--- config.mk ---
export PLATFORM = sky130hd
export DESIGN_NAME = branch_unit
export DESIGN_NICKNAME = d
export VERILOG_FILES = /design/src/rtl/branch_unit.sv
export SDC_FILE = /design/constraint.sdc
export NUM_CORES = 1
export LEC_CHECK = 0
export ABC_AREA = 1
export BUFFER_PORTS_ARGS = -buffer_cell sky130_fd_sc_hd__clkbuf_2
export CAP_MARGIN = 20
export CORE_MARGIN = 4
export CORE_UTILIZATION = 46
export DETAILED_ROUTE_END_ITERATION = 8
export PLACE_DENSITY = 0.75
export SLEW_MARGIN = 20
export SYNTH_ARGS = -nofsm -noshare
export SYNTH_HDL_FRONTEND = slang
export SYNTH_SLANG_ARGS = --single-unit
--- constraint.sdc ---
create_clock -name clk -period 3.7 [get_ports clk]
set_input_delay 0.74 -clock clk [delete_from_list [all_inputs] [get_ports clk]]
set_output_delay 0.74 -clock clk [all_outputs]
set_load 0.02 [all_outputs]
--- src/rtl/branch_unit.sv ---
// Branch resolution: architectural E/GT flags, compare-pending tracking, b/beq/bgt/call/ret, redirect handshake.
// Optional `BRANCH_FLAG_BYPASS_EN lets beq/bgt resolve on the live cmp_eq/cmp_gt in the cycle cmp_valid is high.
module branch_unit #(
  parameter int PC_W    = 32,
  parameter int STALL_W = 16
) (
  input  logic               clk,
  input  logic               reset,
  input  logic               cmp_issue,
  input  logic               cmp_valid,
  input  logic               cmp_eq,
  input  logic               cmp_gt,
  input  logic               br_valid,
  output logic               br_ready,
  input  logic [2:0]         br_op,
  input  logic [PC_W-1:0]    br_pc,
  input  logic [PC_W-1:0]    br_offset,
  input  logic [PC_W-1:0]    ra_in,
  output logic               flag_e,
  output logic               flag_gt,
  output logic               br_done,
  output logic               br_taken,
  output logic               ra_we,
  output logic [PC_W-1:0]    ra_wdata,
  output logic               redirect_valid,
  input  logic               redirect_ready,
  output logic [PC_W-1:0]    redirect_pc,
  output logic [STALL_W-1:0] stall_cycles
);

  localparam logic [1:0] S_IDLE = 2'd0;
  localparam logic [1:0] S_WAIT = 2'd1;
  localparam logic [1:0] S_OUT  = 2'd2;

  localparam logic [2:0] OP_B    = 3'b001;
  localparam logic [2:0] OP_BEQ  = 3'b010;
  localparam logic [2:0] OP_BGT  = 3'b011;
  localparam logic [2:0] OP_CALL = 3'b100;
  localparam logic [2:0] OP_RET  = 3'b101;

  logic [1:0]         state_q, state_d;
  logic               pend_q, pend_d;
  logic               flag_e_q, flag_e_d;
  logic               flag_gt_q, flag_gt_d;
  logic [2:0]         op_q, op_d;
  logic [PC_W-1:0]    pc_q, pc_d;
  logic [PC_W-1:0]    off_q, off_d;
  logic [PC_W-1:0]    ra_q, ra_d;
  logic               done_q, done_d;
  logic               taken_q, taken_d;
  logic               ra_we_q, ra_we_d;
  logic [PC_W-1:0]    ra_wdata_q, ra_wdata_d;
  logic [PC_W-1:0]    rd_pc_q, rd_pc_d;
  logic [STALL_W-1:0] stall_q, stall_d;

  logic               in_idle;
  logic               accept;
  logic [2:0]         op_s;
  logic [PC_W-1:0]    pc_s;
  logic [PC_W-1:0]    off_s;
  logic [PC_W-1:0]    ra_s;
  logic               flag_op;
  logic               byp;
  logic               e_use;
  logic               gt_use;
  logic               cond_taken;
  logic [PC_W-1:0]    target;
  logic               resolve;
  logic               stall_inc;

  assign in_idle = (state_q == S_IDLE);
  assign accept  = in_idle && br_valid;

  // In IDLE the request is resolved straight off the ports; in WAIT off the latched copy.
  assign op_s  = in_idle ? br_op     : op_q;
  assign pc_s  = in_idle ? br_pc     : pc_q;
  assign off_s = in_idle ? br_offset : off_q;
  assign ra_s  = in_idle ? ra_in     : ra_q;

  assign flag_op = (op_s == OP_BEQ) || (op_s == OP_BGT);

`ifdef BRANCH_FLAG_BYPASS_EN
  assign byp = cmp_valid;
`else
  assign byp = 1'b0;
`endif

  assign e_use  = byp ? cmp_eq : flag_e_q;
  assign gt_use = byp ? cmp_gt : flag_gt_q;

  always_comb begin
    cond_taken = 1'b0;
    case (op_s)
      OP_B, OP_CALL, OP_RET: cond_taken = 1'b1;
      OP_BEQ:                cond_taken = e_use;
      OP_BGT:                cond_taken = gt_use;
      default:               cond_taken = 1'b0;
    endcase
  end

  assign target = (op_s == OP_RET) ? ra_s : (pc_s + (off_s << 2));

  always_comb begin
    resolve = 1'b0;
    if (accept) begin
      resolve = !(flag_op && pend_q && !byp);
    end else if (state_q == S_WAIT) begin
      resolve = byp || !pend_q;
    end
  end

  always_comb begin
    state_d = state_q;
    case (state_q)
      S_IDLE: begin
        if (accept) begin
          if (resolve) state_d = cond_taken ? S_OUT : S_IDLE;
          else         state_d = S_WAIT;
        end
      end
      S_WAIT: begin
        if (resolve) state_d = cond_taken ? S_OUT : S_IDLE;
      end
      S_OUT: begin
        if (redirect_ready) state_d = S_IDLE;
      end
      default: state_d = S_IDLE;
    endcase
  end

  // An issue and a result in the same cycle belong to different compares, so the bit stays set.
  assign pend_d    = cmp_issue || (pend_q && !cmp_valid);
  assign flag_e_d  = cmp_valid ? cmp_eq : flag_e_q;
  assign flag_gt_d = cmp_valid ? cmp_gt : flag_gt_q;

  always_comb begin
    op_d  = op_q;
    pc_d  = pc_q;
    off_d = off_q;
    ra_d  = ra_q;
    if (accept) begin
      op_d  = br_op;
      pc_d  = br_pc;
      off_d = br_offset;
      ra_d  = ra_in;
    end
  end

  always_comb begin
    done_d     = resolve;
    taken_d    = resolve && cond_taken;
    ra_we_d    = resolve && (op_s == OP_CALL);
    ra_wdata_d = ra_we_d ? (pc_s + PC_W'(4)) : ra_wdata_q;
    rd_pc_d    = (resolve && cond_taken) ? target : rd_pc_q;
  end

  assign stall_inc = (state_q == S_WAIT) || ((state_q == S_OUT) && !redirect_ready);

  always_comb begin
    stall_d = stall_q;
    if (stall_inc && (stall_q != {STALL_W{1'b1}})) stall_d = stall_q + STALL_W'(1);
  end

  always_ff @(posedge clk) begin
    if (!reset) begin
      state_q    <= S_IDLE;
      pend_q     <= 1'b0;
      flag_e_q   <= 1'b0;
      flag_gt_q  <= 1'b0;
      op_q       <= 3'b000;
      pc_q       <= '0;
      off_q      <= '0;
      ra_q       <= '0;
      done_q     <= 1'b0;
      taken_q    <= 1'b0;
      ra_we_q    <= 1'b0;
      ra_wdata_q <= '0;
      rd_pc_q    <= '0;
      stall_q    <= '0;
    end else begin
      state_q    <= state_d;
      pend_q     <= pend_d;
      flag_e_q   <= flag_e_d;
      flag_gt_q  <= flag_gt_d;
      op_q       <= op_d;
      pc_q       <= pc_d;
      off_q      <= off_d;
      ra_q       <= ra_d;
      done_q     <= done_d;
      taken_q    <= taken_d;
      ra_we_q    <= ra_we_d;
      ra_wdata_q <= ra_wdata_d;
      rd_pc_q    <= rd_pc_d;
      stall_q    <= stall_d;
    end
  end

  assign br_ready       = in_idle;
  assign flag_e         = flag_e_q;
  assign flag_gt        = flag_gt_q;
  assign br_done        = done_q;
  assign br_taken       = taken_q;
  assign ra_we          = ra_we_q;
  assign ra_wdata       = ra_wdata_q;
  assign redirect_valid = (state_q == S_OUT);
  assign redirect_pc    = rd_pc_q;
  assign stall_cycles   = stall_q;

endmodule

==> flow_summary.yaml, run 1 <==
run_status:
  status: "finished clean"
synthesis:
  synthSimpleGateAreaFrac_pct: 29.3
  synth_flop_cell: "dfxtp_1"
  synth_edf_count: 0
  ys_ff_latch: 185
  synth.top_cells.by_count: "454 x nand2_1, 227 x inv_1, 194 x a21oi_1"
  synth_top_family_by_area: "simple AND/OR/NAND/NOR gates"
  postSynthCellCount: 1762
  yosysTopAreaCell: "dfxtp_1"
  syn_area_um2: 11200
  synthDistinctLibCells: 49
  yosys-top-cells-area: "dfxtp_1 33%, nand2_1 15%, a21oi_1 8.7%"
  synth_most_common_cell: "nand2_1"
  synth_top_area_share_pct: 33.0
  synth-adder-area-share_pct: 2.74
  ys_warn_count: 0
  ys_seq_area_share_pct: 33.0
  synth.avg_cell_area_um2: 6.36
  async_flop_share_pct: 0
  synth_compound_area_share_pct: 21.2
  syn_nets: 1893
  synth_mux_area_share_pct: 0.268
  synth_xor_area_share_pct: 1.87
route:
  viasPerCell: 5.24
  drt-wirelength-per-cell_um: 16.0
  drt_first_pass_iters: 6
  vias: 11726
  drt-initial-drc-count: 1194
  drcViolationCount: 0
  totalWireLength_mm: 35.7
  antenna_left: 0
worst_hold_path:
  whs_path_depth: 2
  min_from: "ra_q[4]"
  hold_end: "ra_q[4]"
  hold_class: "register to register"
job:
  cap_violations: 0
clock_network:
  clockBufferDepth: 2
  ctsResizeCount: 0
  clkTransAtPathRegs_ps: 70
  cts_root_buf: "clkbuf_16"
  cts_sinks: 185
  cts_max_level: 4
  cts_setup_buffers: 0
  clk_latency_ps: 450
  cts_buffers: 17
  ctsHoldBuffers: 0
  cts_tree: "built"
pwr:
  ir_worst_vdd_mv: 0.323
  power.density_nw_per_um2: 661
  p_leak_uw: 0.00642
cells_and_area:
  layout-drive-gt1-share_pct: 16.3
  regArea_um2: 3700
  final_nets: 2033
  syn_to_final_growth_pct: 14.8
  final_design_area_no_fill_um2: 12900
  multiInputGateArea_um2: 6220
  nFillCells: 2375
grt:
  grt_pass1_vias: 10736
  grt_overflow: 0
  grt_max_degree: 112
  antenna_found_initial: 3
  grt_pass1_wl_mm: 55.9
  track_usage_pct: 26.2
sta:
  finalSetupViolCount: 0
  hold_viol_final: 0
  fmax_mhz: 310
  tightest_slew_ps: 1070
  layout_min_cycle_time_ps: 3230
  relSlewSlack_pct: 28.5
  finalSetupTns_ps: 0
  fin_worst_skew_ps: 19.5
  period_share_pct: 87.2
  slew_violations: 0
  rsz0062_at_grt: "false"
placed_design:
  io_buffer_count: 191
  placed_cell_area_um2: 12300
  place_hpwl_mm: 26.7
  globalplace.congestion: 0.932
setup_path:
  r2r_slack_ps: 470
  r2r_start: "state_q[0]"
  arrival_ps: 3550
  timing.rr.end: "redirect_pc[27]"
  worstSetupStartpoint: "state_q[0]"
  worstSetupEndpointType: "register"
  cp.required_ps: 4030
  crit_type: "register to register"
  path_max_fanout: 35
  critPathLaunchType: "register"
  r2r_cells: 16
floorplanning:
  start_util_pct: 47.2
  die_height_um: 164
  ios: 194
  dieArea_um2: 26900
  die_x_um: 164
  coreArea_um2: 23800
  fp-row-count: 56
[layout make-up]
class	count	share of cell area, %
antenna	3	0.0583
clock buffer	19	3.44
clock inverter	13	1.03
inverter	235	6.86
multi-input combinational	1259	48.3
sequential	185	28.8
tap	319	3.10
timing repair buffer	204	8.40
[metrics by stage]
| stage | power, uW | util, % | hold WS (ps) | instances | worst slack [ps] |
|---|---|---|---|---|---|
| after detailed placement | 6630 | 51.7 | 444 | 2202 | 368 |
| after floorplan | 5480 | - | 425 | 1762 | 413 |
| after global placement | 6580 | 51.7 | 435 | 2202 | 415 |
| final | 8510 | 54.2 | 455 | 2237 | 473 |
| after CTS | 8490 | 54.2 | 456 | 2234 | 497 |
| after global routing | 9100 | 54.2 | 472 | 2237 | 214 |
[registers in the layout, summed over array words and instances (netlist names)]
register and cells:
pc_q 32, ra_q 32, ra_wdata 32, redirect_pc 32, off_q 30, stall_cycles 16
op_q 3, state_q 2, br_done 1, br_taken 1, flag_e 1, flag_gt 1
pend_q 1, ra_we 1
[per-layer routing]
metal	track usage [%]	part of all wire, %
met1	36.3	46
met4	8.77	2.5
met3	4.29	7.1
met2	41.4	45
met5	0	0.036
[layout by cell type (no fill, tap or decap), types with 5 or more instances in the layout]
cell,count
xnor2_1,5
nand4_1,16
o21ai_2,12
nand2_2,25
o211ai_1,17
clkbuf_2,190
o21ai_0,157
xor2_1,19
clkinvlp_4,5
clkbuf_16,17
dfxtp_1,185
a21oi_1,194
nor2_2,10
nor2_1,161
inv_1,225
ha_1,23
nand3_1,67
nand2_1,453
nor3_1,19
buf_4,12
o21ai_1,12
a211oi_1,21
inv_2,9
[worst max-delay path, stage by stage (launching register included)]
cell	delay, ps
dfxtp_1	380
nor2_4	250
buf_4	430
nand2_1	110
o21ai_2	180
inv_1	120
ha_1	440
nand2_1	120
nor2_1	140
inv_1	90
nor3_1	220
nor3b_1	220
nand2_1	100
nand3_1	80
nand2_1	50
nand3_1	70
a21oi_1	70
[worst max-delay path by stage]
| stage | endpoint | slack, ps | cells past startpoint |
|---|---|---|---|
| after floorplan | redirect_pc[16] | 410 | 24 |
| final | redirect_pc[27] | 470 | 16 |
| after CTS | redirect_pc[27] | 500 | 16 |
| after detailed placement | redirect_pc[27] | 370 | 14 |
| after global placement | redirect_pc[27] | 410 | 14 |
| after global routing | redirect_pc[27] | 210 | 16 |
[cells by family after synthesis]
family	count (synthesis)
compound gates	430
xor+xnor	24
fa+ha+maj	24
buf+inv	318
flops	185
mux	3
simple gates	778
[power breakdown]
| group | internal, uW | total [uW] | switching [uW] |
|---|---|---|---|
| clock network | 965 | 1850 | 885 |
| logic | 1260 | 4170 | 2910 |
| registers | 2320 | 2490 | 176 |
Note: power is estimated with default switching activity, not from simulation.
==> inputs of run 2 (changes only) <==
- CORE_UTILIZATION: 46 -> 50
- PLACE_DENSITY: 0.75 -> 0.79
==> run 2 against run 1 <==
  * Total power is 0.90% higher
  * Register-to-register slack worse by 120 ps
  * First-iteration DRC count is 3.1% lower
  * Fmax is 3.6% lower
  * Global-route usage is 2.0 points higher
  * Die area is 7.6% lower
  * Critical path depth is 6 lower
  * Setup slack worse by 120 ps
==> flow_summary.yaml, run 2 (same netlist as run 1, synthesis figures left out) <==
pwr:
  p_leak_uw: 0.00645
  ir_worst_vdd_mv: 0.347
  seqPwrFrac_pct: 29.0
  p_sw_uw: 3980
  p_int_uw: 4610
  swShare_pct: 46.4
  comb_power_share_pct: 48.4
  clock_power_share_pct: 22.6
  power.density_nw_per_um2: 668
setup_path:
  worstSetupEndpointType: "register"
  path_max_fanout: 74
  r2r_cells: 10
  arrival_ps: 3680
  crit_type: "register to register"
  critPathLaunchType: "register"
  cp.required_ps: 4030
cells_and_area:
  syn_to_final_growth_pct: 14.8
  layout-drive-gt1-share_pct: 16.5
  final_common_cell: "nand2_1"
  fin_util_pct: 58.6
  layout_common_cells: "453 x nand2_1, 225 x inv_1, 194 x a21oi_1, 190 x clkbuf_2, 185 x dfxtp_1"
  stdcell_count: 2199
  final_nets: 2036
floorplanning:
  dieArea_um2: 24900
  die_height_um: 158
  coreArea_um2: 22000
  die_x_um: 158
  fp-row-count: 54
  start_util_pct: 51.1
  ios: 194
route:
  vias: 11937
  totalWireLength_mm: 35.3
  viasPerCell: 5.43
  drt-wirelength-per-cell_um: 16.1
  drcViolationCount: 0
  drt_first_pass_iters: 6
  antenna_left: 0
  drt-initial-drc-count: 1157
sta:
  period_share_pct: 90.4
  fmax_mhz: 299
  worst_hold_slack_ps: 450
  hold_viol_final: 0
  relSlewSlack_pct: 39.9
  tightest_slew_ps: 900
  finalSetupTns_ps: 0
  slew_violations: 0
  layout_min_cycle_time_ps: 3350
  finalSetupViolCount: 0
  fin_worst_skew_ps: 13.7
  rsz0062_at_grt: "false"
grt:
  antenna_found_initial: 2
  grt_max_degree: 112
  grt_pass1_vias: 10851
  track_usage_pct: 28.1
  grt_overflow: 0
  grt_pass1_wl_mm: 56.2
placed_design:
  place_hpwl_mm: 26.3
  io_buffer_count: 191
  placed_cells: 2166
  globalplace.congestion: 0.958
clock_network:
  ctsResizeCount: 0
  ctsHoldBuffers: 0
  cts_max_level: 4
  clkTransAtPathRegs_ps: 80
  clockBufferDepth: 2
  cts_tree: "built"
  cts_setup_buffers: 0
  cts_root_buf: "clkbuf_16"
  clk_latency_ps: 450
  cts_sinks: 185
  cts_buffers: 17
job:
  cap_violations: 0
run_status:
  status: "finished clean"
worst_hold_path:
  whs_path_depth: 2
  hold_class: "register to register"
-- run 2: cell count changes in the layout (fill, tap and decap cells not counted) --
cell        change
clkbuf_8        -1
inv_8           +2
clkinv_4        +2
bufinv_16       +1
clkbuf_1        -1
buf_4           +3
diode_2         -2
clkinvlp_4      -3
-- run 2: power groups by stage --
stage                     clock, uW  combinational [uW]  sequential, uW
after floorplan                   0                2780            2700
after global placement            0                4020            2520
after detailed placement          0                4070            2530
after CTS                      1950                4110            2490
after global routing           2020                4630            2530
final                          1940                4160            2500
-- run 2: worst paths after layout --
| kind | from | endpoint | slack [ps] |
|---|---|---|---|
| hold / removal | ra_q[3] | ra_q[3] | 450 |
| setup / recovery | state_q[1] | ra_wdata[18] | 350 |
| setup reg to reg | state_q[1] | ra_wdata[18] | 350 |
| hold reg to reg | ra_q[3] | ra_q[3] | 450 |
-- run 2: layout make-up --
type	count	area (um2)
antenna	1	2.50
clock buffer	17	425
clock inverter	15	180
fill	2108	9090
inverter	235	883
multi-input combinational	1259	6220
sequential	185	3700
tap	280	350
timing repair buffer	207	1100
-- run 2: critical path, cell delays in order, from the launching register on --
cell and delay [ps]:
dfxtp_1 360, nor2_4 350, buf_4 690, mux2i_1 350
nor2_1 80, nand2_1 80, nand2_1 150, nor2_4 510
inv_1 340, o21ai_0 240, inv_1 60
-- run 2: metrics by stage --
| step | instance area (um2) | total power, uW | setup slack, ps |
|---|---|---|---|
| after floorplan | 11200 | 5480 | 413 |
| after global placement | 12300 | 6540 | 454 |
| after detailed placement | 12300 | 6610 | 411 |
| after CTS | 12900 | 8550 | 398 |
| after global routing | 12900 | 9180 | 9.14 |
| final | 12900 | 8590 | 354 |
-- run 2: per-layer routing --
| layer | track usage, % | share of wire (%) |
|---|---|---|
| met1 | 40.2 | 45 |
| met2 | 43.9 | 44 |
| met3 | 3.83 | 7.7 |
| met4 | 9.18 | 2.8 |
| met5 | 0 | 0 |
